$ cat src/rtl/cla_nibble_sequencer.sv
// Multi-cycle WIDTH-bit adder: issues one nibble per cycle through a single
// 4-bit carry-lookahead slice, LSB nibble first, and returns the assembled
// sum, carry-out and signed overflow over a valid/ready result port.

// 4-bit carry-lookahead slice: generate/propagate with fully expanded carries.
module block (
    input  logic [3:0] a,
    input  logic [3:0] b,
    input  logic       cin,
    output logic [3:0] sum,
    output logic       cout
);
    logic [3:0] g;
    logic [3:0] p;
    logic [4:0] c;

    assign g = a & b;
    assign p = a ^ b;

    assign c[0] = cin;
    assign c[1] = g[0] | (p[0] & cin);
    assign c[2] = g[1] | (p[1] & g[0]) | (p[1] & p[0] & cin);
    assign c[3] = g[2] | (p[2] & g[1]) | (p[2] & p[1] & g[0])
                | (p[2] & p[1] & p[0] & cin);
    assign c[4] = g[3] | (p[3] & g[2]) | (p[3] & p[2] & g[1])
                | (p[3] & p[2] & p[1] & g[0]) | (p[3] & p[2] & p[1] & p[0] & cin);

    assign sum  = p ^ c[3:0];
    assign cout = c[4];
endmodule

module cla_nibble_sequencer #(
    parameter int WIDTH = 16
) (
    input  logic             clk,
    input  logic             rst_n,
    input  logic             in_valid,
    output logic             in_ready,
    input  logic [WIDTH-1:0] a,
    input  logic [WIDTH-1:0] b,
    input  logic             cin,
    output logic             out_valid,
    input  logic             out_ready,
    output logic [WIDTH-1:0] sum,
    output logic             cout,
    output logic             ovf
);
    localparam int NIB   = WIDTH / 4;
    localparam int IDX_W = $clog2(NIB);

    generate
        if ((WIDTH % 4) != 0 || WIDTH < 8) begin : g_bad_width
            $error("cla_nibble_sequencer: WIDTH must be a multiple of 4 and at least 8");
        end
    endgenerate

    typedef enum logic [1:0] {
        IDLE = 2'd0,
        ADD  = 2'd1,
        DONE = 2'd2
    } state_t;

    state_t             state_q;
    state_t             state_d;
    logic [WIDTH-1:0]   a_q;
    logic [WIDTH-1:0]   b_q;
    logic               carry_q;
    logic [IDX_W-1:0]   idx_q;
    logic [WIDTH-1:0]   sum_q;
    logic               cout_q;
    logic               ovf_q;

    logic               accept;
    logic               last;
    logic [IDX_W+1:0]   base;
    logic [3:0]         slice_a;
    logic [3:0]         slice_b;
    logic [3:0]         slice_sum;
    logic               slice_cout;

    // in_ready is held low while reset is asserted so nothing is accepted then.
    assign in_ready  = rst_n && (state_q == IDLE);
    assign out_valid = (state_q == DONE);
    assign accept    = in_valid && in_ready;
    assign last      = (state_q == ADD) && (idx_q == IDX_W'(NIB - 1));

    // Nibble base offset: the index register drives the operand mux directly.
    assign base    = {idx_q, 2'b00};
    assign slice_a = a_q[base +: 4];
    assign slice_b = b_q[base +: 4];

    block u_slice (
        .a    (slice_a),
        .b    (slice_b),
        .cin  (carry_q),
        .sum  (slice_sum),
        .cout (slice_cout)
    );

    // State register with synchronous reset.
    always_ff @(posedge clk) begin
        // NOTE: sequential state always uses non-blocking (<=) so every register
        // samples pre-edge values, independent of block ordering.
        if (!rst_n) state_q <= IDLE;
        else        state_q <= state_d;
    end

    // Next-state decode.
    always_comb begin
        // NOTE: default first so every path assigns state_d and no latch is inferred.
        state_d = state_q;
        case (state_q)
            IDLE:    if (accept)    state_d = ADD;
            ADD:     if (last)      state_d = DONE;
            DONE:    if (out_ready) state_d = IDLE;
            default:                state_d = IDLE;
        endcase
    end

    // Operand staging, loaded only on the accept edge.
    always_ff @(posedge clk) begin
        // NOTE: operand registers carry no reset; they are always written at accept
        // before they are read, so a reset would only add fan-out on rst_n.
        if (accept) begin
            a_q <= a;
            b_q <= b;
        end
    end

    // Carry chain, nibble index and result capture.
    always_ff @(posedge clk) begin
        if (!rst_n) begin
            idx_q   <= '0;
            carry_q <= 1'b0;
            sum_q   <= '0;
            cout_q  <= 1'b0;
            ovf_q   <= 1'b0;
        end else if (accept) begin
            idx_q   <= '0;
            carry_q <= cin;
            sum_q   <= '0;
        end else if (state_q == ADD) begin
            sum_q[base +: 4] <= slice_sum;
            carry_q          <= slice_cout;
            idx_q            <= idx_q + 1'b1;
            if (last) begin
                cout_q <= slice_cout;
                ovf_q  <= (a_q[WIDTH-1] == b_q[WIDTH-1]) && (slice_sum[3] != a_q[WIDTH-1]);
            end
        end
    end

    assign sum  = sum_q;
    assign cout = cout_q;
    assign ovf  = ovf_q;
endmodule

$ cat config.mk
export PLATFORM = sky130hd
export DESIGN_NAME = cla_nibble_sequencer
export DESIGN_NICKNAME = d
export VERILOG_FILES = /design/src/rtl/cla_nibble_sequencer.sv
export SDC_FILE = /design/constraint.sdc
export NUM_CORES = 1
export LEC_CHECK = 0
export CAP_MARGIN = 20
export CORE_MARGIN = 2
export CORE_UTILIZATION = 49
export DETAILED_ROUTE_END_ITERATION = 12
export PLACE_DENSITY = 0.79
export SYNTH_ARGS = -nofsm -noshare
export SYNTH_HDL_FRONTEND = slang
export SYNTH_SLANG_ARGS = --single-unit
$ cat constraint.sdc
create_clock -name clk -period 3.4 [get_ports clk]
set_input_delay 1.02 -clock clk [delete_from_list [all_inputs] [get_ports clk]]
set_output_delay 1.02 -clock clk [all_outputs]
set_load 0.05 [all_outputs]
Word-level counts from Yosys, hierarchy flattened. Cells that the tools add are included.

$add $sub $neg: 2. Multipliers: 0. Div/mod/pow operators: 0. $lt $le $gt $ge: 0. Equal/unequal tests: 8. Shift operators: 4. Mux-type cells: 7. Bitwise gates (word level): 31. Reduce and logical (&&, ||, !) cells: 9.

Operator list (number): 16-bit by 5-bit indexed part select with 4-bit output (2); 1-bit AND (16); 16-bit bitwise mux (1); 4-bit by 6-bit variable shift with 16-bit output (first input constant) (1); 4-bit by 6-bit indexed part select with 16-bit output (1); 1-bit OR (10); 4-bit bitwise XOR (2); 2-bit two-way mux (3); 4-bit negator with 6-bit output (1); 2-bit one-hot mux with 3 select lines (1); 3-bit AND reduction (2); 4-bit AND (1); 2-bit equality test (second input constant) (2); 1-bit logical AND (4); 2-bit inequality test (second input constant) (2); 2-bit by 1-bit adder with 2-bit output (second input constant) (1); 2-bit by 1-bit equality test with 1-bit output (second input constant) (1); 2-bit zero test (1); 1-bit two-way mux (2); 2-bit by 1-bit inequality test with 1-bit output (second input constant) (1); 1-bit inverter (2); 2-bit nonzero test (1); 2-bit OR reduction (1); 1-bit equality test (1); 1-bit inequality test (1).

Bits in registers: 55. Latch bits: 0. RAM bits: 0. Memory bits (read-only): 0. Logic and storage cells: 69. Memories kept: 0.

Longest topological paths before layout.
Depth after elaboration: 9. Mapped depth: 8. Mapped depth without buffers: 7.

By module. Synthesis repeated with hierarchy kept, for this count alone.

Cells, all modules: 177. Area total of the unflattened synthesis: 2381.0 µm².

Modules (own cells, without submodules): cla_nibble_sequencer (instances 1, cells an instance 160, area each 2233.4 µm²); block (instances 1, cells an instance 17, area each 147.6 µm²).

Worst setup path before layout. Ideal clock, no wire load.

Path kind: in2out. Start: input port rst_n. End: output port in_ready. Arrival time: 2.104 ns. Slack: 0.276 ns. Stages: 2. Buffers on the path: 0. Cell sequence: inv_1 nor3_1.

Word-level cells in the longest chain between the ends: 1.

RTL lines: start: declaration (RTL line 36) `input logic rst_n,`; 1-bit logical AND (RTL line 82) `assign in_ready = rst_n && (state_q == IDLE);`; end: declaration (RTL line 38) `output logic in_ready,`.

Every way passes these cells.

Worst setup path in the final report. Same ends and word-level chain as after synthesis.

==> reports/qor.yml <==
outcome:
  status: "completed"
setup_path:
  critPathTopFamily: "buffers and inverters"
  cp_max_fo: 6
  required_ns: 2.38
  crit_arrival_ns: 2.11
  end_kind: "output port"
  path_buf_inv: 3
  crit_chain: "clkdlybuf4s50_1 -> inv_1 -> nor3_1 -> buf_12"
  max_stage_delay_ns: 0.54
  critPathSlowestCell: "clkdlybuf4s50_1"
  startpoint_type: "input pin"
  reg2reg_to: "sum[11]"
  rrSetupSlack_ns: 0.68
  crit_type: "in -> out"
  r2r-start: "idx_q[0]"
  r2r_cells: 8
cells_and_area:
  finalNonFillerCells: 283
  fillers: 332
  seqCellArea_mm2: 0.00142
  fin_area_mm2: 0.00305
  diodes: 0
  utilization_pct: 68.6
  multi_input_area_um2: 830
  layout.nets: 279
  area_growth_pct: 32.3
  drive_gt1_share_pct: 10.4
synth:
  syn-num-nets: 217
  yosysTopAreaCell: "edfxtp_1"
  synth_area_mm2: 0.00230
  synth-main-ff-cell: "edfxtp_1"
  synth_common_cells: "edfxtp_1 (32), dfxtp_1 (23), nor2_1 (21), a22oi_1 (12), ha_1 (11)"
  netlist.area_leader.share_pct: 41.7
  synth-seq-cells: 55
  ys_warn_count: 0
  synth_area_leaders: "edfxtp_1 (42%), dfxtp_1 (20%), mux4_2 (7.8%)"
  synth_cell_types: 37
  postSynthAreaPerCell_um2: 13.7
  ys_seq_area_share_pct: 61.7
  synthArstFlopShare_pct: 0
  syn_inst: 168
  yosysMostFrequentCell: "edfxtp_1"
  synth_edf_count: 32
floorplanning:
  initial_utilization_pct: 51.9
  rows: 24
  core-area_mm2: 0.00444
  die_h_um: 72.6
  dieArea_mm2: 0.00527
  io_pins: 57
  fp.dieW_um: 72.6
clock_tree:
  cts_hold_buf: 0
  clkTransAtPathRegs_ns: 0.09
  clk_latency_ns: 0.30
  clockBufferDepth: 2
  cts_setup_buffers: 0
  htree_levels: 2
  cts_buffers: 5
  cts_tree: "built"
  ctsRootBufferMaster: "clkbuf_8"
  cts-resized-gates: 0
  clock-sinks: 55
global_route:
  grt_max_degree: 34
  track_usage_pct: 16.7
  grt.overflow.total: 0
  antenna_found_initial: 0
  grt_pass1_wl_mm: 6.64
  grt_pass1_vias: 1475
detailed_routing:
  wl_per_cell_um: 14.2
  postRouteWirelength_mm: 4.01
  firstDrtPassIters: 4
  drtIter0Drc: 98
  via_count: 1508
  viasPerCell: 5.33
  antenna_left: 0
  drc: 0
timing:
  drv_slew: 0
  timing.hold.ws_ns: 0.471
  finalSetupViolations: 0
  fmax_mhz: 320
  finalCritPeriodShare_pct: 92.0
  hold_viol_final: 0
  slew-limit-headroom_pct: 55.9
  tns_ns: 0
  fin_ws_ns: 0.272
  rsz0062_at_grt: "no"
  finalClockSkew_ns: 0.00805
  worstMarginPinSlew_ns: 0.659
  period_minus_slack_ns: 3.13
power_and_ir_drop:
  peakVddDrop_mv: 0.319
  powerDensity_mw_per_mm2: 444
  power_mw: 1.35
  leakage_nw: 1.06
hold_path:
  min_from: "sum[7]"
  hold_depth: 2
  min_to: "sum[7]"
  hp-class: "reg -> reg"
place:
  dp_cells: 275
  port_buffers: 56
  gp_congestion: 0.794
  placed_area_mm2: 0.00294
  dpl.hpwl_mm: 3.01
  pre_cts_slack_ns: 0.260
run:
  maxCapViolations: 0
[registers in the layout, summed over array words and instances (netlist names)]
name and count:
a_q 16, b_q 16, carry_q 1, cout 1
idx_q 2, ovf 1, state_q 2, sum 16
[how the worst max path moves through the flow]
stage	from	endpoint	depth (start not counted)	slack, ns
finish	rst_n	in_ready	4	0.27
global route	rst_n	in_ready	4	0.17
CTS	rst_n	in_ready	4	0.26
detailed placement	rst_n	in_ready	4	0.26
global placement	rst_n	in_ready	4	0.28
floorplan	rst_n	in_ready	2	0.28
[routing by layer]
layer  routed length [um]  global-route usage [%]
met1                 1750                    20.6
met2                 2020                    28.7
met3                  206                    4.42
met4                   35                    5.56
met5                    0                       0
[logic make-up after synthesis]
group,Yosys count,synth area share [%]
buffers and inverters,13,2.33
flip-flops,55,61.7
XOR/XNOR,4,1.52
adder cells (fa/ha/maj),12,6.84
multiplexers,8,7.82
AND/OR/NAND/NOR,47,11.4
AO/OA/AOI/OAI,29,8.41
[worst reg2reg max path, stage by stage, from the launching register on]
cell and delay (ns):
dfxtp_1 0.44, buf_4 0.24, mux4_2 0.53, ha_1 0.37, a41oi_1 0.25, o21ai_1 0.14
xor2_1 0.23, nand3_1 0.23, o22ai_1 0.21
[final cells by class]
class	instances	area share [%]
Timing Repair Buffer	59	19.5
Clock inverter	1	0.985
Multi-Input combinational cell	100	27.2
Tap cell	52	2.13
Clock buffer	7	2.50
Inverter	9	1.11
Sequential cell	55	46.6
[where the power goes]
part / switching (mW) / internal (mW) / leakage (nW)
Clock: 0.197 / 0.221 / 0.0524
Combinational: 0.101 / 0.0971 / 0.526
Sequential: 0.0110 / 0.727 / 0.482
Total: 0.309 / 1.04 / 1.06
[layout by cell type (no fill, tap or decap), drive strengths merged]
master,count
a2111oi,1
a21o,1
a21oi,5
a22oi,12
a31oi,1
a41oi,1
and2,2
and2b,1
and3,1
buf,4
bufinv,1
clkbuf,7
clkdlybuf4s50,55
dfxtp,23
edfxtp,32
fa,1
ha,11
inv,9
mux4,8
nand2,12
nand2b,1
nand3,1
nand3b,1
nor2,21
nor2b,1
nor3,3
nor3b,1
nor4,1
nor4b,1
o21ai,3
o22ai,4
o31ai,1
xnor2,2
xor2,2
(Power assumes the default switching activity.)
